[src/rtl/dac_serial_tx.sv]
`default_nettype none
// ============================================================================
// Module   : dac_serial_tx
// Purpose  : Serial DAC transmitter. Takes samples on a valid/ready handshake,
//            frames each one as {pd_mode, sample, zero pad} and shifts it out
//            MSB-first on a divided serial clock, framed by active-low sync.
//            Optionally drops a sample identical to the last one sent.
// Ports    : clk, rst          - system clock, async active-high reset
//            sample, pd_mode   - sample word and DAC power-down bits
//            sample_valid      - sample/pd_mode valid this cycle
//            sample_ready      - block accepts this cycle (IDLE only)
//            busy              - frame in progress (SHIFT or GAP)
//            frame_done        - one-cycle pulse after the last bit
//            sync, sclk, din   - DAC serial interface (sync active low)
// Revision : 1.0 - initial release
// ============================================================================
module dac_serial_tx #(
  parameter int DATA_W      = 8,
  parameter int FRAME_W     = 16,
  parameter int CLK_DIV     = 4,
  parameter int SYNC_GAP    = 2,
  parameter int SKIP_REPEAT = 0
) (
  input  logic              clk,
  input  logic              rst,
  input  logic [DATA_W-1:0] sample,
  input  logic [1:0]        pd_mode,
  input  logic              sample_valid,
  output logic              sample_ready,
  output logic              busy,
  output logic              frame_done,
  output logic              sync,
  output logic              sclk,
  output logic              din
);

  localparam int c_DIV_W = $clog2(CLK_DIV + 1);
  localparam int c_BIT_W = $clog2(FRAME_W + 1);
  localparam int c_GAP_W = $clog2(SYNC_GAP + 1);
  localparam int c_KEY_W = DATA_W + 2;

  localparam logic [c_DIV_W-1:0] c_DIV_LAST = c_DIV_W'(CLK_DIV - 1);
  localparam logic [c_BIT_W-1:0] c_BIT_LAST = c_BIT_W'(FRAME_W - 1);
  localparam logic [c_GAP_W-1:0] c_GAP_LAST = c_GAP_W'(SYNC_GAP - 1);

  typedef enum logic [1:0] {
    IDLE  = 2'd0,
    SHIFT = 2'd1,
    GAP   = 2'd2
  } state_t;

  state_t               r_state;
  logic [FRAME_W-1:0]   r_shift;
  logic [c_KEY_W-1:0]   r_key;
  logic [c_KEY_W-1:0]   r_last;
  logic                 r_last_vld;
  logic [c_DIV_W-1:0]   r_div;
  logic [c_BIT_W-1:0]   r_bit;
  logic [c_GAP_W-1:0]   r_gap;
  logic                 r_ready;
  logic                 r_done;
  logic                 r_sync;
  logic                 r_sclk;
  logic                 r_din;

  logic [c_KEY_W-1:0]   w_key;
  logic [FRAME_W-1:0]   w_frame;
  logic                 w_accept;
  logic                 w_skip;

  assign w_key    = {pd_mode, sample};
  // Left-justify the key; the low FRAME_W-DATA_W-2 bits are zero padding.
  assign w_frame  = FRAME_W'(w_key) << (FRAME_W - c_KEY_W);
  // r_ready is only ever high in IDLE, so it doubles as the state qualifier.
  assign w_accept = sample_valid && r_ready;
  assign w_skip   = (SKIP_REPEAT != 0) && r_last_vld && (w_key == r_last);

  always_ff @(posedge clk or posedge rst) begin
    if (rst) begin
      r_state    <= IDLE;
      r_shift    <= '0;
      r_key      <= '0;
      r_last     <= '0;
      r_last_vld <= 1'b0;
      r_div      <= '0;
      r_bit      <= '0;
      r_gap      <= '0;
      r_ready    <= 1'b0;
      r_done     <= 1'b0;
      r_sync     <= 1'b1;
      r_sclk     <= 1'b1;
      r_din      <= 1'b0;
    end else begin
      r_done <= 1'b0;
      case (r_state)
        IDLE: begin
          r_ready <= 1'b1;
          // A skipped repeat is consumed here and leaves the FSM in IDLE.
          if (w_accept && !w_skip) begin
            r_state <= SHIFT;
            r_ready <= 1'b0;
            r_sync  <= 1'b0;
            r_sclk  <= 1'b1;
            r_din   <= w_frame[FRAME_W-1];
            r_shift <= {w_frame[FRAME_W-2:0], 1'b0};
            r_key   <= w_key;
            r_div   <= '0;
            r_bit   <= '0;
          end
        end

        SHIFT: begin
          if (r_div == c_DIV_LAST) begin
            r_div <= '0;
            if (r_sclk) begin
              // End of high half: falling edge, DAC samples din here.
              r_sclk <= 1'b0;
            end else if (r_bit == c_BIT_LAST) begin
              r_state    <= GAP;
              r_sync     <= 1'b1;
              r_sclk     <= 1'b1;
              r_din      <= 1'b0;
              r_done     <= 1'b1;
              r_gap      <= '0;
              r_bit      <= '0;
              r_last     <= r_key;
              r_last_vld <= 1'b1;
            end else begin
              // Start of the next bit period: din moves only while sclk is high.
              r_sclk  <= 1'b1;
              r_din   <= r_shift[FRAME_W-1];
              r_shift <= {r_shift[FRAME_W-2:0], 1'b0};
              r_bit   <= r_bit + 1'b1;
            end
          end else begin
            r_div <= r_div + 1'b1;
          end
        end

        GAP: begin
          if (r_gap == c_GAP_LAST) begin
            r_state <= IDLE;
            r_ready <= 1'b1;
            r_gap   <= '0;
          end else begin
            r_gap <= r_gap + 1'b1;
          end
        end

        default: begin
          r_state <= IDLE;
          r_sync  <= 1'b1;
          r_sclk  <= 1'b1;
          r_din   <= 1'b0;
        end
      endcase
    end
  end

  assign sample_ready = r_ready;
  assign busy         = (r_state != IDLE);
  assign frame_done   = r_done;
  assign sync         = r_sync;
  assign sclk         = r_sclk;
  assign din          = r_din;

endmodule
`default_nettype wire

[config.mk]
export PLATFORM = sky130hd
export DESIGN_NAME = dac_serial_tx
export DESIGN_NICKNAME = d
export VERILOG_FILES = /design/src/rtl/dac_serial_tx.sv
export SDC_FILE = /design/constraint.sdc
export NUM_CORES = 1
export LEC_CHECK = 0
export CAP_MARGIN = 15
export CORE_UTILIZATION = 25
export CTS_BUF_LIST = sky130_fd_sc_hd__clkbuf_4
export DETAILED_ROUTE_END_ITERATION = 8
export GPL_TIMING_DRIVEN = 0
export PLACE_DENSITY = 0.4
export REMOVE_ABC_BUFFERS = 1
export SYNTH_ARGS = -nofsm -noshare
export SYNTH_HDL_FRONTEND = slang
export SYNTH_SLANG_ARGS = --single-unit
[constraint.sdc]
create_clock -name clk -period 2.6 [get_ports clk]
set_input_delay 0.52 -clock clk [delete_from_list [all_inputs] [get_ports clk]]
set_output_delay 0.52 -clock clk [all_outputs]
set_load 0.01 [all_outputs]
==> impl_metrics.csv <==
group,metric,value,unit
outcome,status,"completed",
timing,slew_viol_final,0,
global_route,grt_pass1_vias,964,
worst_setup_path,r2r_start,"r_state[0]",
timing,rsz0062_at_grt,"false",
routing,num_vias,1012,
power_and_ir_drop,power.density,819,nW/um2
synth,synth_cells,140,
worst_setup_path,required,2.08,ns
timing,fin_worst_skew,0.00153,ns
min_path,hold_path.class,"input port to asynchronous set/reset pin",
die,placeableCoreArea,4850,um2
final_layout,antenna_cells,0,
timing,worst_slew_pin_slew,1.03,ns
clocking,clkTransAtPathRegs,0.15,ns
die,die_w,73.9,um
placement,place_congestion,0.717,
routing,via_per_inst,4.58,
timing,setup_tns,0,ns
flow_run,maxCapViolations,0,
clocking,clock-root-buffer,"clkbuf_4",
timing,fmax,456,MHz
synth,syn_avg_cell_area,9.22,um2
synth,synthesis.area,1290,um2
die,ios,19,
die,row_count,25,
synth,ys.flop_type,"dfrtp_1",
routing,drc_errors,0,
routing,ant_nets,0,
timing,finalCritPeriodShare,84.3,%
synth,synth_top_area_share,46.5,%
routing,drt_iter0_drc,78,
global_route,grt_antenna_before_repair,0,
timing,hold_ws,0.468,ns
global_route,grtUsageTotal,12.1,%
global_route,grt_max_degree,27,
routing,wire_per_inst,13.2,um
placement,dp.final_hpwl,1.91,mm
synth,synth-edff-count,0,
placement,postPlaceCellArea,1500,um2
clocking,ctsHtreeMaxLevel,1,
routing,firstDrtPassIters,4,
power_and_ir_drop,ir_drop,0.000309,V
clocking,ctsHoldBuffers,0,
timing,slew_headroom,30.8,%
clocking,postCtsResizedCells,0,
final_layout,drive_gt1_share,8.44,%
power_and_ir_drop,leakage,0.709,nW
clocking,cts_buffer_depth,2,
clocking,numCtsBuffers,3,
synth,synthArstFlopShare,100,%
timing,setup_ws,0.407,ns
placement,pre_cts_slack,0.226,ns
placement,numPortBuffers,18,
routing,totalWireLength,2.91,mm
worst_setup_path,timing.rr.end,"r_gap[1]",
global_route,grt_pass1_wl,4.91,mm
worst_setup_path,reg2reg_depth,4,
worst_setup_path,critPathLaunchType,"flip-flop",
clocking,clkSinkCount,26,
final_layout,area_growth,20.4,%
clocking,clock_latency,0.32,ns
clocking,cts_tree,"done",
worst_setup_path,crit_fanout,11,
synth,ys_ff_latch,26,
timing,setup_viol,0,
clocking,post_cts_buffers,0,
timing,min_period,2.19,ns
timing,hold_viol,0,
die,fp.dieH,73.9,um
worst_setup_path,path_class,"flip-flop to primary output",
synth,synthTopCellsByArea,"dfrtp_1 (47%), nand2_1 (7.0%), a21oi_1 (6.6%)",
synth,ys.warnings.count,0,
synth,ys_seq_area_share,50.6,%
worst_setup_path,crit_path_end_kind,"primary output",
global_route,grt-ovfl-total,0,
worst_setup_path,rrSetupSlack,0.43,ns
die,initial_utilization,26.6,%
final_layout,nets,170,
synth,synth_largest_area_cell,"dfrtp_1",
worst_setup_path,cp.arrival,1.67,ns
final_layout,design_area,1560,um2
die,die_area,5460,um2
synth,synth.distinct_cells,34,
[power breakdown]
group | switching [mW] | total, mW | internal (mW)
combinational | 0.205 | 0.424 | 0.218
sequential | 0.107 | 0.650 | 0.543
clock | 0.130 | 0.201 | 0.0705
[routing by layer]
metal / vias to the layer above / share of wire (%) / global-route usage (%)
met1: 477 / 51 / 16.3
li1: 520 / - / -
met2: 13 / 45 / 19.4
met3: 2 / 2.8 / 3.02
met4: 0 / 0.65 / 2.56
met5: - / 0 / 0
[how the worst max path moves through the flow]
stage / cells past startpoint / end / slack (ns) / start
floorplan: 4 / r_gap[1] / 1.06 / r_state[0]
global placement: 5 / r_shift[11] / 0.21 / sample_valid
detailed placement: 5 / r_shift[12] / 0.23 / sample_valid
CTS: 2 / busy / 0.39 / r_state[1]
global route: 4 / r_gap[1] / 0.21 / r_state[0]
finish: 2 / busy / 0.41 / r_state[0]
[area by class of cell]
cell class	count	area [um2]
inverter	5	18.8
tap	67	83.8
fill	519	3290
sequential	26	653
timing repair buffer	19	208
multi-input combinational	100	562
clock buffer	4	30.0
[logic make-up after synthesis]
kind of cell	Yosys count	share of synthesized area (%)
compound gates	42	18.7
fa+ha+maj	2	1.94
buf+inv	14	5.91
flops	26	50.6
mux	1	0.775
simple gates	55	22.1
[cells in the final DEF (no fill, tap or decap), types with 4 or more instances in the layout]
cell and n:
nand3_1 5, clkdlybuf4s50_1 18, dfrtp_1 24, o21ai_0 8, nand2_1 24, a31oi_1 9
clkbuf_4 4, inv_1 5, a21oi_1 17, nor2_1 10
[critical path, stage by stage (launching register included)]
cell and delay, ns:
dfrtp_1 0.55, or2_2 0.33, clkdlybuf4s50_1 0.48
[registers in the layout (all words and copies together), names as in the netlist]
| register | flops |
|---|---|
| din | 1 |
| frame_done | 1 |
| r_bit | 5 |
| r_div | 3 |
| r_gap | 2 |
| r_shift | 9 |
| r_state | 2 |
| sample_ready | 1 |
| sclk | 1 |
| sync | 1 |
[synth_stat cells, types with 4 or more instances]
master    number
dfrtp_1       24
o21ai_0        8
a21oi_1       17
a31oi_1        9
inv_1          5
nand3_1        5
nor2_1        10
nand2_1       24
clkbuf_1       4
[through the flow]
stage / std cells / utilization, % / power, mW
CTS: 220 / 31.5 / 1.29
detailed placement: 216 / 30.9 / 1.08
global route: 221 / 32.1 / 1.39
floorplan: 131 / - / 0.931
global placement: 216 / 30.9 / 1.07
finish: 221 / 32.1 / 1.27
Power figures use the tool's default switching activity.
